### config.mk
export PLATFORM = sky130hd
export DESIGN_NAME = scoreboard_flat
export DESIGN_NICKNAME = d
export VERILOG_FILES = /design/src/rtl/scoreboard_pkg.sv /design/src/rtl/scoreboard_if.sv /design/src/rtl/scoreboard.sv /design/src/flat_wrapper.sv
export SDC_FILE = /design/constraint.sdc
export NUM_CORES = 2
export LEC_CHECK = 0
export CORE_AREA = 2 2 615 617
export DETAILED_ROUTE_END_ITERATION = 10
export DIE_AREA = 0 0 617 619
export SYNTH_ARGS = -nofsm -noshare
export SYNTH_HDL_FRONTEND = slang
export SYNTH_SLANG_ARGS = --single-unit
export TNS_END_PERCENT = 20
### constraint.sdc
create_clock -name clk -period 10.4 [get_ports clk]
set_input_delay 2.08 -clock clk [delete_from_list [all_inputs] [get_ports clk]]
set_output_delay 2.08 -clock clk [all_outputs]
set_load 0.01 [all_outputs]
### src/rtl/scoreboard_pkg.sv
// Shared types and sizing for the in-flight instruction scoreboard.
// Entry, exception and functional-unit types are common to decode, issue and commit.
package scoreboard_pkg;

  localparam int unsigned NR_SB_ENTRIES = 4;
  localparam int unsigned TRANS_ID_BITS = $clog2(NR_SB_ENTRIES);
  localparam int unsigned NR_WB_PORTS   = 3;

  localparam logic [63:0] ILLEGAL_INSTR = 64'd2;

  typedef enum logic [2:0] {
    NONE,
    LOAD,
    STORE,
    ALU,
    CTRL_FLOW,
    MULT,
    CSR
  } fu_t;

  typedef struct packed {
    logic [63:0] cause;
    logic [63:0] tval;
    logic        valid;
  } exception;

  typedef struct packed {
    logic [63:0]              pc;
    logic [TRANS_ID_BITS-1:0] trans_id;
    fu_t                      fu;
    logic [6:0]               op;
    logic [4:0]               rs1;
    logic [4:0]               rs2;
    logic [4:0]               rd;
    logic [63:0]              result;
    logic                     valid;
    exception                 ex;
  } scoreboard_entry;

endpackage

### src/rtl/scoreboard_if.sv
// Decode, issue, forwarding, write-back and commit signals of the scoreboard.
// The slave modport is the scoreboard itself; master is its surrounding pipeline.
interface scoreboard_if;
  import scoreboard_pkg::*;

  logic                                      flush;
  logic                                      full;

  scoreboard_entry                           decoded_instr;
  logic                                      decoded_instr_valid;
  logic                                      decoded_instr_ack;

  scoreboard_entry                           issue_instr;
  logic                                      issue_instr_valid;
  logic                                      issue_ack;

  logic [4:0]                                rs1_reg;
  logic [4:0]                                rs2_reg;
  logic [63:0]                               rs1_data;
  logic [63:0]                               rs2_data;
  logic                                      rs1_valid;
  logic                                      rs2_valid;

  logic [NR_WB_PORTS-1:0][TRANS_ID_BITS-1:0] wb_trans_id;
  logic [NR_WB_PORTS-1:0][63:0]              wb_data;
  logic [NR_WB_PORTS-1:0]                    wb_valid;
  exception [NR_WB_PORTS-1:0]                wb_ex;

  scoreboard_entry                           commit_instr;
  logic                                      commit_valid;
  logic                                      commit_ack;

  modport slave (
    input  flush, decoded_instr, decoded_instr_valid, issue_ack,
           rs1_reg, rs2_reg, wb_trans_id, wb_data, wb_valid, wb_ex, commit_ack,
    output full, decoded_instr_ack, issue_instr, issue_instr_valid,
           rs1_data, rs2_data, rs1_valid, rs2_valid, commit_instr, commit_valid
  );

  modport master (
    output flush, decoded_instr, decoded_instr_valid, issue_ack,
           rs1_reg, rs2_reg, wb_trans_id, wb_data, wb_valid, wb_ex, commit_ack,
    input  full, decoded_instr_ack, issue_instr, issue_instr_valid,
           rs1_data, rs2_data, rs1_valid, rs2_valid, commit_instr, commit_valid
  );

endinterface

### src/rtl/scoreboard.sv
// Circular buffer of in-flight instructions: allocates trans_ids at decode, collects
// write-back results/exceptions, and presents issue, commit and operand forwarding.
module scoreboard #(
  parameter int unsigned NR_ENTRIES  = scoreboard_pkg::NR_SB_ENTRIES,
  parameter int unsigned NR_WB_PORTS = scoreboard_pkg::NR_WB_PORTS
) (
  input logic         clk,
  input logic         rst,
  scoreboard_if.slave sb
);
  import scoreboard_pkg::*;

  scoreboard_entry          mem [NR_ENTRIES];
  logic [TRANS_ID_BITS-1:0] decode_ptr;
  logic [TRANS_ID_BITS-1:0] issue_ptr;
  logic [TRANS_ID_BITS-1:0] commit_ptr;
  logic [TRANS_ID_BITS:0]   cnt;
  logic [TRANS_ID_BITS:0]   issue_cnt;
  logic [TRANS_ID_BITS:0]   issued;

  logic            alloc;
  logic            issue_fire;
  logic            commit_fire;
  scoreboard_entry new_entry;

  assign sb.full              = (cnt == (TRANS_ID_BITS+1)'(NR_ENTRIES));
  assign sb.decoded_instr_ack = !sb.full;
  assign sb.issue_instr       = mem[issue_ptr];
  assign sb.issue_instr_valid = (issue_cnt != '0);
  assign sb.commit_instr      = mem[commit_ptr];
  assign sb.commit_valid      = (cnt != '0);

  assign alloc       = sb.decoded_instr_valid && !sb.full;
  assign issue_fire  = sb.issue_ack && sb.issue_instr_valid;
  assign commit_fire = sb.commit_ack && sb.commit_valid;
  assign issued      = cnt - issue_cnt;

  always_comb begin
    new_entry          = sb.decoded_instr;
    new_entry.trans_id = decode_ptr;
    new_entry.valid    = 1'b0;
  end

  // An id is live when its distance from the commit pointer is inside the occupancy.
  function automatic logic in_flight(input logic [TRANS_ID_BITS-1:0] tid);
    logic [TRANS_ID_BITS-1:0] off;
    off = tid - commit_ptr;
    return ({1'b0, off} < cnt);
  endfunction

  // Walk issued entries oldest to youngest so the youngest writer of rs decides.
  function automatic logic [64:0] fwd(input logic [4:0] rs);
    logic                     hit;
    logic [63:0]              data;
    logic [TRANS_ID_BITS-1:0] idx;
    hit  = 1'b0;
    data = '0;
    for (int i = 0; i < NR_ENTRIES; i++) begin
      idx = commit_ptr + TRANS_ID_BITS'(i);
      if (((TRANS_ID_BITS+1)'(i) < issued) && (mem[idx].rd == rs)) begin
        hit  = mem[idx].valid;
        data = mem[idx].result;
      end
    end
    hit = hit && (rs != 5'd0);
    return {hit, (hit ? data : 64'd0)};
  endfunction

  assign {sb.rs1_valid, sb.rs1_data} = fwd(sb.rs1_reg);
  assign {sb.rs2_valid, sb.rs2_data} = fwd(sb.rs2_reg);

  always_ff @(posedge clk) begin
    if (rst) begin
      for (int i = 0; i < NR_ENTRIES; i++) mem[i] <= '0;
      decode_ptr <= '0;
      issue_ptr  <= '0;
      commit_ptr <= '0;
      cnt        <= '0;
      issue_cnt  <= '0;
    end else if (sb.flush) begin
      for (int i = 0; i < NR_ENTRIES; i++) begin
        mem[i].valid    <= 1'b0;
        mem[i].ex.valid <= 1'b0;
      end
      decode_ptr <= '0;
      issue_ptr  <= '0;
      commit_ptr <= '0;
      cnt        <= '0;
      issue_cnt  <= '0;
    end else begin
      if (alloc) begin
        mem[decode_ptr] <= new_entry;
        decode_ptr      <= decode_ptr + 1;
      end
      // Later ports are applied last, so the highest index wins on a shared id.
      for (int p = 0; p < NR_WB_PORTS; p++) begin
        if (sb.wb_valid[p] && in_flight(sb.wb_trans_id[p])) begin
          mem[sb.wb_trans_id[p]].result <= sb.wb_data[p];
          mem[sb.wb_trans_id[p]].valid  <= 1'b1;
          if (sb.wb_ex[p].valid) mem[sb.wb_trans_id[p]].ex <= sb.wb_ex[p];
        end
      end
      if (issue_fire) issue_ptr <= issue_ptr + 1;
      if (commit_fire) begin
        mem[commit_ptr].valid <= 1'b0;
        commit_ptr            <= commit_ptr + 1;
      end
      case ({alloc, commit_fire})
        2'b10:   cnt <= cnt + 1;
        2'b01:   cnt <= cnt - 1;
        default: cnt <= cnt;
      endcase
      case ({alloc, issue_fire})
        2'b10:   issue_cnt <= issue_cnt + 1;
        2'b01:   issue_cnt <= issue_cnt - 1;
        default: issue_cnt <= issue_cnt;
      endcase
    end
  end

endmodule

### src/flat_wrapper.sv
// flat-port wrapper written by rule: the top's interface ports become plain ports
module scoreboard_flat import scoreboard_pkg::*;
#(
  parameter int unsigned NR_ENTRIES  = scoreboard_pkg::NR_SB_ENTRIES,
  parameter int unsigned NR_WB_PORTS = scoreboard_pkg::NR_WB_PORTS
)
  (clk, rst, sb_flush, sb_decoded_instr, sb_decoded_instr_valid, sb_issue_ack, sb_rs1_reg, sb_rs2_reg, sb_wb_trans_id, sb_wb_data, sb_wb_valid, sb_wb_ex, sb_commit_ack, sb_full, sb_decoded_instr_ack, sb_issue_instr, sb_issue_instr_valid, sb_rs1_data, sb_rs2_data, sb_rs1_valid, sb_rs2_valid, sb_commit_instr, sb_commit_valid);
  scoreboard_if sb_i ();
  input logic clk;
  input logic rst;
  input wire logic [$bits(sb_i.flush)-1:0] sb_flush;
  input wire logic [$bits(sb_i.decoded_instr)-1:0] sb_decoded_instr;
  input wire logic [$bits(sb_i.decoded_instr_valid)-1:0] sb_decoded_instr_valid;
  input wire logic [$bits(sb_i.issue_ack)-1:0] sb_issue_ack;
  input wire logic [$bits(sb_i.rs1_reg)-1:0] sb_rs1_reg;
  input wire logic [$bits(sb_i.rs2_reg)-1:0] sb_rs2_reg;
  input wire logic [$bits(sb_i.wb_trans_id)-1:0] sb_wb_trans_id;
  input wire logic [$bits(sb_i.wb_data)-1:0] sb_wb_data;
  input wire logic [$bits(sb_i.wb_valid)-1:0] sb_wb_valid;
  input wire logic [$bits(sb_i.wb_ex)-1:0] sb_wb_ex;
  input wire logic [$bits(sb_i.commit_ack)-1:0] sb_commit_ack;
  output wire logic [$bits(sb_i.full)-1:0] sb_full;
  output wire logic [$bits(sb_i.decoded_instr_ack)-1:0] sb_decoded_instr_ack;
  output wire logic [$bits(sb_i.issue_instr)-1:0] sb_issue_instr;
  output wire logic [$bits(sb_i.issue_instr_valid)-1:0] sb_issue_instr_valid;
  output wire logic [$bits(sb_i.rs1_data)-1:0] sb_rs1_data;
  output wire logic [$bits(sb_i.rs2_data)-1:0] sb_rs2_data;
  output wire logic [$bits(sb_i.rs1_valid)-1:0] sb_rs1_valid;
  output wire logic [$bits(sb_i.rs2_valid)-1:0] sb_rs2_valid;
  output wire logic [$bits(sb_i.commit_instr)-1:0] sb_commit_instr;
  output wire logic [$bits(sb_i.commit_valid)-1:0] sb_commit_valid;
  assign sb_i.flush = sb_flush;
  assign sb_i.decoded_instr = sb_decoded_instr;
  assign sb_i.decoded_instr_valid = sb_decoded_instr_valid;
  assign sb_i.issue_ack = sb_issue_ack;
  assign sb_i.rs1_reg = sb_rs1_reg;
  assign sb_i.rs2_reg = sb_rs2_reg;
  assign sb_i.wb_trans_id = sb_wb_trans_id;
  assign sb_i.wb_data = sb_wb_data;
  assign sb_i.wb_valid = sb_wb_valid;
  assign sb_i.wb_ex = sb_wb_ex;
  assign sb_i.commit_ack = sb_commit_ack;
  assign sb_full = sb_i.full;
  assign sb_decoded_instr_ack = sb_i.decoded_instr_ack;
  assign sb_issue_instr = sb_i.issue_instr;
  assign sb_issue_instr_valid = sb_i.issue_instr_valid;
  assign sb_rs1_data = sb_i.rs1_data;
  assign sb_rs2_data = sb_i.rs2_data;
  assign sb_rs1_valid = sb_i.rs1_valid;
  assign sb_rs2_valid = sb_i.rs2_valid;
  assign sb_commit_instr = sb_i.commit_instr;
  assign sb_commit_valid = sb_i.commit_valid;
  scoreboard #(.NR_ENTRIES(NR_ENTRIES), .NR_WB_PORTS(NR_WB_PORTS)) u_core (.clk(clk), .rst(rst), .sb(sb_i));
endmodule
==> impl_results.md <==
* Top delay family on crit path: buffers and inverters
* Leakage at 34.33 nW
* Clock slew at reported path FFs at 0.06 ns
* Largest net degree at the start of global routing at 178
* Synth Warn # at 0
* Worst path cell trace: clkdlybuf4s50_1 -> xnor2_1 -> o41ai_1 -> buf_4 -> and2_4 -> a211oi_4 -> buf_12 -> a2111oi_0 -> nor4_1 -> clkdlybuf4s50_1
* Post-synthesis net count at 8513
* Die ar. at 381900 um^2
* Syn avg cell area at 10.93 um^2
* Worst path depth at 10
* GP Congestion at 0.9517
* Worst-margin pin slew at 1.608 ns
* Max Fclk at 0.1113 GHz
* Via Count at 83970
* Layout Skew at 0.06703 ns
* Post-CTS setup buffers at 0
* Row count at 225
* Cells after Synth at 7604
* Synth async-reset ratio at 0
* Post-synth cell types at 61
* Final #Nets at 9510
* Post-synth EDFFs at 1136
* GRT Overall Usage at 0.2629
* Most frequent CP cell: clkdlybuf4s50_1
* Initial DRC count at 14310
* Required @ worst endpoint at 8.32 ns
* Chip width at 617 um
* Filler cell count at 38420
* Hold Path Depth at 2
* DRT Pass-1 Iters at 9
* Crit Path Class: input pin to output pin
* Routed len/inst at 37.94 um
* Buffers added on ports at 1589
* Status: complete, but fails checks
* Via density at 6.019
* Hold_buf cts at 0
* Post-CTS Resized at 0
* Vias in the first global route at 75810
* Worst-Skew Late Latency at 0.89 ns
* TritonCTS clock tree: built
* Period utilisation layout at 0.8643
* Slowest stage delay, CP at 0.99 ns
* Worst Path Arrival at 6.91 ns
* Hold Fails Final Rpt at 0
* Slew headroom at -0.07183
* Fraction of layout cells with a size suffix above 1 at 0.1429
* Setup TNS at 0 ns
* Setup crit end kind: output pin
* Grt ovf at 0
* I/O Pins at 1593
* Total CTS buffers at 149
* Initial Util at 0.2217
* First-pass GRT wire length at 694700 um
* Failing checks: max-slew violations
* H-tree Lvls at 4
* Initial antenna violation count at 345
* Startpoint types: input pin
* Bufs and invs on worst path at 4
* Min cycle time layout at 8.989 ns
* Post-placement cell count at 13440
* Min-Delay Path Class: register to register
* P&R area growth vs syn at 31.32%
* Die Y at 619 um
* Final setup viols at 0
* Synth Register Bits at 1156
* Post-synthesis sequential area ratio at 0.4154
* Max stage delay cell, worst path: o41ai_1
* Reg2Reg Depth at 11
* Core area at 374700 um^2
* Root Driver: clkbuf_16
* HPWL Detailed at 366400 um
* MaxCap Viol Count at 0
* Worst vdd ir at 127.1 uV
* CTS Buffer Depth at 4
* Non-filler cells, final at 13950
* Total length of routed wires at 529300 um
* Critical Path Fanout Max at 59
* TritonCTS Sinks at 1156
* Post-Syn Area at 83080 um^2
* Final ANT Viol Nets at 0
* RSZ-0062 raised after global routing: no
* DRC errors left at 0
* Max Slew Vio Count at 36
* PwrDens at 120.4 nW/um^2
* Main synth FF type: edfxtp_1
-- metrics by stage --
stage	worst slack (ns)	area (um^2)	power, W	hold WS (ns)	utilization
floorplan	1.100	83080	0.006428	0.4721	-
global placement	1.550	103700	0.007841	0.4917	0.2768
detailed placement	1.551	103700	0.007863	0.5099	0.2768
CTS	1.544	108500	0.01314	0.5213	0.2895
global route	1.467	108900	0.01341	0.5640	0.2906
finish	1.411	109100	0.01313	0.5212	0.2912
-- state kept, by name, indices dropped and copies added (netlist names), named ones only --
signal	count
u_core.cnt	3
u_core.commit_ptr	2
u_core.decode_ptr	2
u_core.issue_cnt	3
u_core.issue_ptr	2
u_core.mem	1140
-- path summary, 6_finish.rpt --
path | start | end | slack, ns
worst min-delay path | u_core.issue_cnt[1] | u_core.issue_cnt[1] | 0.52
worst max register to register | u_core.commit_ptr[1] | u_core.mem[2][71] | 4.68
worst max-delay path | sb_rs2_reg[0] | sb_rs2_data[3] | 1.41
worst min register to register | u_core.issue_cnt[1] | u_core.issue_cnt[1] | 0.52
-- synth_stat cells, types with 7 or more instances --
master	number	area, um^2
buf_2	67	335.3
o21ai_1	347	1737
inv_1	29	108.9
buf_6	7	78.83
edfxtp_1	1136	34110
nand3_1	388	1942
o21a_1	67	503.0
nand4_1	15	93.84
a22oi_1	554	4159
a31oi_1	64	400.4
xor2_1	24	210.2
nand2_1	760	2853
o211ai_1	64	480.5
mux4_2	776	17480
mux2i_1	14	140.1
a311oi_1	137	1200
nor3_1	71	355.3
xnor2_1	28	245.2
and2_1	78	488.0
nor2_1	365	1370
or3_1	7	43.79
and3_1	505	3159
buf_1	111	416.7
o22ai_1	67	419.2
clkbuf_1	735	2759
a221oi_1	121	1060
a21oi_1	400	2002
a2111oi_0	63	551.8
dfxtp_1	20	400.4
ha_1	17	212.7
nor4_1	78	488.0
o21ai_0	229	1146
and4_1	66	578.1
o31ai_1	139	1044
-- final cells by class --
type,instances,area (um^2),area share
antenna,244,610.6,0.005596
tap,4994,6248,0.05727
clock buffer,183,3919,0.03592
timing repair buffer,1767,17560,0.1609
sequential,1156,34540,0.3165
multi-input combinational,5498,45260,0.4149
inverter,29,115.1,0.001055
clock inverter,80,855.8,0.007844
-- cell usage in the layout (no fill, tap or decap), drive strengths merged, types with 183 or more instances in the layout --
cell,synthesis,layout
edfxtp,1136,1136
diode,0,244
mux4,776,776
clkbuf,735,183
and3,505,505
clkdlybuf4s50,0,1588
nor2,365,365
a21oi,400,400
o21ai,576,576
nand3,388,388
a22oi,554,554
nand2,760,760
-- where the power goes --
part           internal (W)  switching (W)  leakage [nW]  total, W
logic               0.00103        0.00126          20.0   0.00229
registers           0.00536       0.000173          12.0   0.00554
clock network       0.00296        0.00235          2.31   0.00531
total               0.00935        0.00378          34.3    0.0131
-- routing by layer --
layer	vias to the layer above	share of wire	global-route usage
li1	33070	-	-
met1	41370	0.33	0.2957
met2	7584	0.44	0.3994
met3	1823	0.14	0.1002
met4	120	0.090	0.2079
met5	-	0.0019	0.003914
-- worst min-delay path: stages, from the launching register on --
cell	delay (ns)
dfxtp_1	0.34
a21oi_1	0.07
nor2_1	0.07
-- cells by family (layout without fill, tap and decap cells) --
logic type,count (synthesis),after routing,synth area share
multiplexers,794,794,0.2126
other,0,244,0
buffers and inverters,950,2059,0.04461
flip-flops,1156,1156,0.4154
AO/OA/AOI/OAI,2281,2281,0.1800
AND/OR/NAND/NOR,2350,2350,0.1384
XOR/XNOR,53,53,0.005753
adder cells (fa/ha/maj),20,20,0.003283
Note: power is estimated with default switching activity, not from simulation.
